**src/rtl/booth_pkg.sv**
```systemverilog
// Shared definitions for the radix-2 Booth multiplier.
//   N      : operand width, fixed by the 4-bit add_sub datapath
//   ITER   : Booth iterations per multiply (one per operand bit)
//   CNT_W  : width of the iteration counter
//   state_t: controller state encoding
package booth_pkg;
  localparam int N     = 4;
  localparam int ITER  = N;
  localparam int CNT_W = $clog2(ITER);

  typedef enum logic [1:0] {
    IDLE = 2'd0,
    CALC = 2'd1,
    DONE = 2'd2
  } state_t;
endpackage

```
**src/rtl/booth_mult_4bit_add_sub.sv**
```systemverilog
// 4-bit ripple add/subtract stage built from full-adder cells.
//   a, b : operands
//   c    : 0 = a+b, 1 = a-b (b inverted, c used as carry-in)
//   s    : 4-bit sum/difference
//   co   : carry out of the top cell
module fa (
  input  logic a,
  input  logic b,
  input  logic ci,
  output logic s,
  output logic co
);
  assign s  = a ^ b ^ ci;
  assign co = (a & b) | (ci & (a ^ b));
endmodule

module add_sub import booth_pkg::*; (
  input  logic [N-1:0] a,
  input  logic [N-1:0] b,
  input  logic         c,
  output logic [N-1:0] s,
  output logic         co
);
  logic [N:0] cy;
  assign cy[0] = c;

  for (genvar i = 0; i < N; i++) begin : g_fa
    fa u_fa (
      .a  (a[i]),
      .b  (b[i] ^ c),
      .ci (cy[i]),
      .s  (s[i]),
      .co (cy[i+1])
    );
  end

  assign co = cy[N];
endmodule

```
**src/rtl/booth_mult_4bit.sv**
```systemverilog
// Sequential radix-2 Booth multiplier, signed 4b x 4b -> signed 8b.
//   clk, rst            : clock, synchronous active-high reset
//   in_valid/in_ready   : operand handshake (m multiplicand, q multiplier)
//   out_valid/out_ready : product handshake
//   product             : registered signed product, valid while out_valid
// One Booth step (add/sub + arithmetic right shift) per CALC cycle.
module booth_mult_4bit import booth_pkg::*; (
  input  logic           clk,
  input  logic           rst,
  input  logic           in_valid,
  output logic           in_ready,
  input  logic [N-1:0]   m,
  input  logic [N-1:0]   q,
  output logic           out_valid,
  input  logic           out_ready,
  output logic [2*N-1:0] product
);
  state_t           state;
  logic [N-1:0]     acc, qr, mcand;
  logic             q_m1;
  logic [CNT_W-1:0] cnt;

  logic [N-1:0] sum, b_eff, r, acc_nxt, qr_nxt;
  logic         co, sub, do_op, ovf, sgn;

  // Pair {qr[0],q_m1}: 10 -> subtract, 01 -> add, 00/11 -> pass acc.
  assign sub   = qr[0] & ~q_m1;
  assign do_op = qr[0] ^ q_m1;
  assign b_eff = mcand ^ {N{sub}};

  add_sub u_add_sub (
    .a  (acc),
    .b  (mcand),
    .c  (sub),
    .s  (sum),
    .co (co)
  );

  // The shift must carry the true sign of the N+1-bit result; when the
  // N-bit add/sub overflows (e.g. 0 - (-8)) sum[N-1] is the wrong sign.
  assign ovf     = do_op & (acc[N-1] == b_eff[N-1]) & (sum[N-1] != acc[N-1]);
  assign r       = do_op ? sum : acc;
  assign sgn     = r[N-1] ^ ovf;
  assign acc_nxt = {sgn, r[N-1:1]};
  assign qr_nxt  = {r[0], qr[N-1:1]};

  always_ff @(posedge clk) begin
    if (rst) begin
      state     <= IDLE;
      acc       <= '0;
      qr        <= '0;
      q_m1      <= 1'b0;
      mcand     <= '0;
      cnt       <= '0;
      product   <= '0;
      out_valid <= 1'b0;
      in_ready  <= 1'b1;
    end else begin
      case (state)
        IDLE: if (in_valid) begin
          mcand    <= m;
          qr       <= q;
          acc      <= '0;
          q_m1     <= 1'b0;
          cnt      <= '0;
          in_ready <= 1'b0;
          state    <= CALC;
        end
        CALC: begin
          acc  <= acc_nxt;
          qr   <= qr_nxt;
          q_m1 <= qr[0];
          cnt  <= cnt + CNT_W'(1);
          if (cnt == CNT_W'(ITER - 1)) begin
            product   <= {acc_nxt, qr_nxt};
            out_valid <= 1'b1;
            state     <= DONE;
          end
        end
        DONE: if (out_ready) begin
          out_valid <= 1'b0;
          in_ready  <= 1'b1;
          state     <= IDLE;
        end
        default: begin
          out_valid <= 1'b0;
          in_ready  <= 1'b1;
          state     <= IDLE;
        end
      endcase
    end
  end

  // Carry out is not part of the datapath; it only cross-checks the adder.
  assert property (@(posedge clk) disable iff (rst)
    (state == CALC) |-> ({co, sum} == (5'(acc) + 5'(b_eff) + 5'(sub))));
endmodule

```
**config.mk**
```make
export PLATFORM = sky130hd
export DESIGN_NAME = booth_mult_4bit
export DESIGN_NICKNAME = d
export VERILOG_FILES = /design/src/rtl/booth_pkg.sv /design/src/rtl/booth_mult_4bit_add_sub.sv /design/src/rtl/booth_mult_4bit.sv
export SDC_FILE = /design/constraint.sdc
export NUM_CORES = 1
export LEC_CHECK = 0
export ABC_AREA = 1
export CELL_PAD_IN_SITES_DETAIL_PLACEMENT = 2
export CELL_PAD_IN_SITES_GLOBAL_PLACEMENT = 2
export CORE_MARGIN = 4
export CORE_UTILIZATION = 26
export CTS_CLUSTER_SIZE = 8
export DETAILED_ROUTE_END_ITERATION = 6
export MAX_ROUTING_LAYER = met4
export PLACE_DENSITY_LB_ADDON = 0.15
export SLEW_MARGIN = 20
export SYNTH_ARGS = -nofsm -noshare
export SYNTH_HDL_FRONTEND = slang
export SYNTH_SLANG_ARGS = --single-unit
```
**constraint.sdc**
```tcl
create_clock -name clk -period 1.89 [get_ports clk]
set_input_delay 0.189 -clock clk [delete_from_list [all_inputs] [get_ports clk]]
set_output_delay 0.189 -clock clk [all_outputs]
set_load 0.01 [all_outputs]
```
== Word level (Yosys, flattened, before mapping) ==
Index checks and enable logic that the tools add are counted.
Operators by class
  $add $sub $neg: 1
  eq/ne operators: 8
  multiplexer cells: 18
  bitwise logic cells: 30
  reduce and logical (&&, ||, !) cells: 8
Operators by type and width (count)
  $pmux 4 s2: 2
  $xor 1x1->1: 14
  $mux 4: 3
  $and 1x1->1: 9
  $reduce_and 3->1: 3
  $mux 2: 4
  $ne 2x2->1 const B: 3
  $pmux 1 s3: 2
  $pmux 2 s3: 1
  $reduce_and 2->1: 3
  $eq 2x2->1 const B: 2
  $mux 1: 4
  $pmux 2 s2: 1
  $xor 4x4->4: 1
  $not 1->1: 3
  $or 1x1->1: 3
  $add 2x1->2 const B: 1
  $eq 2x1->1 const B: 1
  $logic_not 2->1: 1
  $pmux 1 s2: 1
  $reduce_bool 2->1: 1
  $eq 1x1->1: 1
  $ne 1x1->1: 1
Storage, ports and cells
  register bits after elaboration: 27
  output and inout bits: 10
  word-level logic and storage cells: 74

== Logic depth before layout (Yosys ltp) ==
Gate-level depths: netlist (run 1).
  word-level depth: 15
  gate-level depth with buffers: 12
  depth with buffers taken out: 12

== Modules after synthesis ==
Synthesis (run 1) repeated with hierarchy kept, for this count alone.
Unflattened totals
  cells, all modules: 178
  area total of the unflattened synthesis: 1278.7 sq um
Modules (own cells, without submodules)
  booth_mult_4bit: instances 1, cells an instance 157, area each 1134.8 sq um
  fa: instances 4, cells an instance 1, area each 20.0 sq um
  add_sub: instances 1, cells an instance 17, area each 63.8 sq um

== Worst setup path after synthesis (run 1) ==
OpenSTA, ideal clock, no wires.
  path type: reg-to-reg
  start: reg q_m1
  end: reg product[5]
  library setup time: 0.134 ns
  arrival time: 1.799 ns
  required time: 1.756 ns
  path slack: -0.043 ns
  stages on the path, launching flop included: 11
  buffers on the path: 0
  cells stage by stage: dfxtp_1 > inv_1 > ha_1 > xnor2_1 > fa_1 > inv_1 > fa_1 > nand2_1 > nand2_1 > nand2_1 > a21oi_1
On the way
  word-level cells in the longest chain between the ends: 10
  elaborated cells on any way between the ends: 17
  classes of those cells: mux: 1; bitwise: 16
RTL lines
  from (decl): line booth_mult_4bit.sv:20  | logic q_m1;
  from (signal assigned): line booth_mult_4bit.sv:72  | q_m1 <= qr[0];
  $not 1->1: line booth_mult_4bit.sv:27  | assign sub = qr[0] & ~q_m1;
  $and 1x1->1: line booth_mult_4bit.sv:27
  $xor 1x1->1: line booth_mult_4bit_add_sub.sv:30  | .b (b[i] ^ c),
  $xor 1x1->1: line booth_mult_4bit_add_sub.sv:14  | assign co = (a & b) | (ci & (a ^ b));
  $and 1x1->1: line booth_mult_4bit_add_sub.sv:14
  $or 1x1->1: line booth_mult_4bit_add_sub.sv:14
  $and 1x1->1: line booth_mult_4bit_add_sub.sv:14
  $or 1x1->1: line booth_mult_4bit_add_sub.sv:14
  $xor 1x1->1: line booth_mult_4bit_add_sub.sv:13  | assign s = a ^ b ^ ci;
  $mux 4 (*): line booth_mult_4bit.sv:42  | assign r = do_op ? sum : acc;
  to (signal assigned): line booth_mult_4bit.sv:75  | product <= {acc_nxt, qr_nxt};
  to (decl): line booth_mult_4bit.sv:16  | output logic [2*N-1:0] product
Mark *: on every way between the ends. The rest lies on a longest branch, timed or not.
A chain may end at the register's enable or synchronous reset.

== Worst setup path in the final report (run 1) ==
  start: reg q_m1
  end: reg acc[1]
On the way
  word-level cells in the longest chain between the ends: 11
  elaborated cells on any way between the ends: 18
  classes of those cells: mux: 2; bitwise: 16
RTL lines
  $not 1->1: line booth_mult_4bit.sv:27
  $and 1x1->1: line booth_mult_4bit.sv:27
  $xor 1x1->1: line booth_mult_4bit_add_sub.sv:30
  $xor 1x1->1: line booth_mult_4bit_add_sub.sv:14
  $and 1x1->1: line booth_mult_4bit_add_sub.sv:14
  $or 1x1->1: line booth_mult_4bit_add_sub.sv:14
  $and 1x1->1: line booth_mult_4bit_add_sub.sv:14
  $or 1x1->1: line booth_mult_4bit_add_sub.sv:14
  $xor 1x1->1: line booth_mult_4bit_add_sub.sv:13
  $mux 4 (*): line booth_mult_4bit.sv:42
  $pmux 4 s2 (*): line booth_mult_4bit.sv:59  | case (state)
  to (signal assigned): line booth_mult_4bit.sv:70  | acc <= acc_nxt;
  to (decl): line booth_mult_4bit.sv:19  | logic [N-1:0] acc, qr, mcand;
Marked as above.

==> impl_metrics.yaml, run 1 <==
global_routing:
  grtUsageTotal_pct: 12.5
  grt_pass1_wl_um: 5850
  grt_max_degree: 16
  grt_pass1_vias: 1253
  grt_overflow_total: 0
  antenna_found_initial: 0
setup_path:
  critPathCaptureType: "register"
  critPathArrivalTime_ns: 2.11
  cp_max_fo: 3
  required_ns: 2.06
  slowest_stage: "fa_2"
  cpPeakStageDelay_ns: 0.43
  critPathKind: "register to register"
  start_kind: "register"
  critical_path.cell_chain: "inv_2 -> ha_4 -> xnor2_4 -> fa_2 -> inv_2 -> fa_2 -> nand2_2 -> nand2_2 -> nand2_1 -> a21oi_2"
clock_network:
  cts_root_buf: "clkbuf_8"
  insertion_delay_ns: 0.27
  cts_tree: "built"
  cts_max_level: 1
  path_clk_slew_ns: 0.10
  cts_made_buffers: 3
  clock_path_buffers: 2
  clkSinkCount: 27
logic_synthesis:
  syn_area_um2: 1200
  synth.ff_latch_count: 27
  yosys_warnings: 0
  ys_seq_area_share_pct: 44.9
  syn_inst: 161
  synthDistinctLibCells: 23
  syn_nets: 177
  avgSynthCellArea_um2: 7.48
pwr:
  power_mw: 1.19
  p_leak_nw: 0.615
  vdd_drop_max_mv: 0.283
  p_per_area_nw_per_um2: 745
min_path:
  hp-class: "register to register"
run:
  maxCapViolCount: 0
detailed_routing:
  wl_um: 3410
  vias: 1150
  post_drt_via_cell_ratio: 4.81
  drtIter0Drc: 47
  drc: 0
  ant_nets: 0
  wire_per_inst_um: 14.3
  drtPass1Iterations: 4
floorplanning:
  io-pin-count: 22
  die_h_um: 76.1
  coreArea_um2: 4410
  rows: 24
  initial_core_util_pct: 27.3
  dieArea_um2: 5790
  die_w_um: 76.1
sta:
  worst_slew_pin_slew_ns: 0.429
  min_period_ns: 1.94
  slew_violations: 0
  skew_ns: 0.00165
  maxSlewHeadroom_pct: 71.4
  finalHoldViolCount: 0
  fin_crit_sh_pct: 102
  setup_viol: 2
  rsz0062_at_grt: "yes"
  fmax_mhz: 516
  setup_slack_ns: -0.0463
layout:
  antenna_cells: 0
  stdcell_count: 239
  drive_gt1_share_pct: 18.7
  n_fill_cell: 531
  finalInstanceArea_um2: 1600
  final_util_pct: 36.2
  nets: 204
  syn_to_final_growth_pct: 32.6
outcome:
  status: "complete, but fails checks"
  violations: "setup timing"
placement:
  dp.cells: 234
  dpl_cell_area_um2: 1490
  pre_cts_slack_ns: -0.0935
  place_congestion: 0.790
  dp_hpwl_um: 2580
  port-buffer-count: 21
-- cells by family after synthesis --
family / after synthesis / share of synthesized area (%)
simple gates: 65 / 22.3
compound gates: 39 / 17.8
flops: 27 / 44.9
buf+inv: 23 / 7.48
fa+ha+maj: 4 / 5.40
xor+xnor: 3 / 2.18
-- layout make-up --
cell class | count | area (um2) | area share (%)
Inverter | 20 | 75.1 | 4.70
Clock inverter | 1 | 5.00 | 0.313
Timing Repair Buffer | 25 | 240 | 15.0
Multi-Input combinational cell | 111 | 629 | 39.4
Tap cell | 52 | 65.1 | 4.07
Sequential cell | 27 | 542 | 33.9
Clock buffer | 3 | 41.3 | 2.58
-- repair_timing --
item,CTS,global route
resized for setup,8,9
hold buffers,0,0
setup endpoints to repair,6,6
pin swaps,2,9
buffers inserted,1,0
-- state kept, by name (all words and copies together), names as in the netlist --
signal     flops
acc            4
cnt            2
in_ready       1
mcand          4
out_valid      1
product        8
q_m1           1
qr             4
state          2
-- cells in the final DEF, fill, tap and decap left out, types with 4 or more instances in the layout --
| cell type | instances |
|---|---|
| inv_1 | 11 |
| nand2_2 | 7 |
| o21ai_0 | 13 |
| dfxtp_1 | 26 |
| nand2_1 | 43 |
| buf_4 | 4 |
| nor2_1 | 9 |
| clkdlybuf4s50_1 | 21 |
| a21oi_2 | 4 |
| inv_2 | 9 |
| a21oi_1 | 12 |
-- critical path, delay by kind of cell (launching register included) --
kind / cells / cell delay [ns]
adder cells (fa/ha/maj): 3 / 1.00
flip-flops: 1 / 0.35
AND/OR/NAND/NOR: 3 / 0.20
XOR/XNOR: 1 / 0.13
buffers and inverters: 2 / 0.11
AO/OA/AOI/OAI: 1 / 0.05
-- worst paths after layout --
path	from	to	slack (ns)	cells past startpoint
hold reg to reg	in_ready	in_ready	0.46	2
hold / removal	in_ready	in_ready	0.46	2
setup reg to reg	q_m1	acc[1]	-0.05	10
setup / recovery	q_m1	acc[1]	-0.05	10
-- metrics by stage --
step                      hold WS [ns]  setup TNS, ns
after global routing             0.477         -0.553
after floorplan                  0.251              0
after global placement           0.430       -0.00724
after CTS                        0.465              0
final                            0.459        -0.0719
after detailed placement         0.444         -0.417
-- where the power goes --
group	switching (mW)	internal (mW)	leakage, nW
Combinational	0.128	0.102	0.369
Sequential	0.0237	0.597	0.221
Clock	0.191	0.148	0.0255
-- per-layer routing --
metal	wire length (um)	share of wire (%)	track usage [%]
met1	1520	45	15.7
met2	1740	51	20.5
met3	124	3.6	2.96
met4	23	0.67	2.62
met5	0	0	-
-- Yosys cell counts --
cell / instances / share of area (%)
nor2_1: 9 / 2.8
o21a_1: 1 / 0.62
ha_1: 2 / 2.1
o21ai_1: 2 / 0.83
nor2_4: 1 / 0.93
dfxtp_1: 27 / 45
buf_4: 1 / 0.62
o21ai_0: 15 / 6.2
o21bai_1: 2 / 1.2
xor2_1: 2 / 1.5
a31oi_1: 3 / 1.6
nand3_1: 3 / 1.2
nand2_2: 4 / 2.1
a21oi_1: 14 / 5.8
fa_1: 2 / 3.3
inv_2: 6 / 1.9
xnor2_1: 1 / 0.73
nor3_1: 1 / 0.41
a21oi_2: 2 / 1.5
clkbuf_1: 2 / 0.62
inv_1: 14 / 4.4
nand2_1: 46 / 14
nand4_1: 1 / 0.52
(Power assumes the default switching activity.)
==> run 2, diff against run 1 <==
RECOVER_POWER = 25   (was unset)
==> run 2 against run 1 <==
  * The run still ends with setup timing left
  * Largest cell class unchanged
  * Final cell count did not move
  * Total power hardly changed
  * Die area stayed put
  * Combinational power is essentially flat
  * Sequential power about the same
  * Critical endpoint unchanged
  * Global-route usage did not move
  * Clock skew hardly changed
  * Worst hold slack hardly changed
  * Fmax barely moved
  * Highest routed layer unchanged
==> impl_metrics.yaml, run 2 (synthesis gave the netlist of run 1 again) <==
sta:
  min_period_ns: 1.94
  slew_violations: 0
  skew_ns: 0.00206
  tns_ns: -0.0740
  setup_viol: 2
  finalHoldViolCount: 0
  worst_slew_pin_slew_ns: 0.429
  rsz0062_at_grt: "yes"
  maxSlewHeadroom_pct: 71.4
  fmax_mhz: 516
  fin_crit_sh_pct: 103
  setup_slack_ns: -0.0478
outcome:
  violations: "setup timing"
  status: "complete, but fails checks"
layout:
  stdcell_count: 239
  drive_gt1_share_pct: 18.2
  nets: 204
  syn_to_final_growth_pct: 32.4
  layout_commonest_cell: "nand2_1"
  antenna_cells: 0
  final_util_pct: 36.1
  top_register: "product"
  largest_reg_flops: 8
  final_cell_mix: "44 x nand2_1, 26 x dfxtp_1, 21 x clkdlybuf4s50_1"
clock_network:
  clkSinkCount: 27
  cts_made_buffers: 3
  cts_hold_buf: 0
  cts_max_level: 1
  cts_tree: "built"
  insertion_delay_ns: 0.28
  path_clk_slew_ns: 0.10
  cts_root_buf: "clkbuf_8"
  clock_path_buffers: 2
global_routing:
  antenna_found_initial: 0
  grt_max_degree: 16
  grt_overflow_total: 0
  grt_pass1_wl_um: 5850
  grtUsageTotal_pct: 12.5
  grt_pass1_vias: 1253
min_path:
  hp-class: "register to register"
detailed_routing:
  drtIter0Drc: 46
  wire_per_inst_um: 14.3
  post_drt_via_cell_ratio: 4.81
  wl_um: 3410
  ant_nets: 0
  vias: 1150
  drc: 0
  drtPass1Iterations: 4
placement:
  dp_hpwl_um: 2580
  pre_cts_slack_ns: -0.0935
  dp.cells: 234
  port-buffer-count: 21
  place_congestion: 0.790
setup_path:
  required_ns: 2.06
  cp_max_fo: 3
  start_kind: "register"
  cpPeakStageDelay_ns: 0.43
  critPathCaptureType: "register"
  critPathArrivalTime_ns: 2.11
  critical_path.cell_chain: "inv_2 -> ha_4 -> xnor2_4 -> fa_2 -> inv_2 -> fa_2 -> nand2_2 -> nand2_2 -> nand2_1 -> a21oi_2"
  critPathKind: "register to register"
  crit_buf_inv: 2
  crit_family: "adder cells"
  slowest_stage: "fa_2"
floorplanning:
  initial_core_util_pct: 27.3
  rows: 24
  die_h_um: 76.1
  dieArea_um2: 5790
  die_w_um: 76.1
  coreArea_um2: 4410
  io-pin-count: 22
run:
  maxCapViolCount: 0
pwr:
  p_per_area_nw_per_um2: 746
  p_leak_nw: 0.615
  vdd_drop_max_mv: 0.283
==> run 2: worst register-to-register path: stages, from the launching register on <==
cell and delay, ns:
dfxtp_2 0.35, inv_2 0.05, ha_4 0.18, xnor2_4 0.13, fa_2 0.39, inv_2 0.06
fa_2 0.43, nand2_2 0.07, nand2_2 0.06, nand2_1 0.08, a21oi_2 0.06
==> run 2: cell type report <==
class | count | area [um2]
Sequential cell | 27 | 542
Multi-Input combinational cell | 111 | 627
Timing Repair Buffer | 25 | 240
Clock buffer | 3 | 41.3
Inverter | 20 | 75.1
Tap cell | 52 | 65.1
Clock inverter | 1 | 5.00
Fill cell | 532 | 2820
==> run 2: repair_timing <==
| item | CTS | global route |
|---|---|---|
| endpoints found under the setup margin | 6 | 6 |
| gates resized for setup | 8 | 9 |
| setup buffers | 1 | 0 |
| pin swaps | 2 | 9 |
==> run 2: per-stage QoR <==
step	hold slack (ns)	power (mW)	instance area (um2)
after floorplan	0.251	0.753	1210
after global placement	0.430	0.824	1490
after detailed placement	0.444	0.836	1490
after CTS	0.465	1.20	1570
after global routing	0.477	1.27	1600
final	0.459	1.19	1600
==> run 2: power by group <==
group,internal [mW],total [mW],switching (mW),leakage (nW)
clock network,0.148,0.340,0.191,0.0255
logic,0.102,0.229,0.128,0.369
registers,0.597,0.620,0.0237,0.221
total,0.847,1.19,0.343,0.615
==> run 2: routing by layer <==
layer | track usage (%) | wire length, um | vias up
met5 | - | 0 | -
li1 | - | - | 570
met3 | 2.96 | 124 | 4
met1 | 15.7 | 1520 | 561
met2 | 20.5 | 1740 | 15
met4 | 2.62 | 23 | 0
==> run 2: worst paths after layout <==
check | slack (ns) | startpoint | depth (start not counted) | end
setup / recovery | -0.05 | q_m1 | 10 | acc[1]
hold / removal | 0.46 | in_ready | 2 | in_ready
setup reg to reg | -0.05 | q_m1 | 10 | acc[1]
hold reg to reg | 0.46 | in_ready | 2 | in_ready
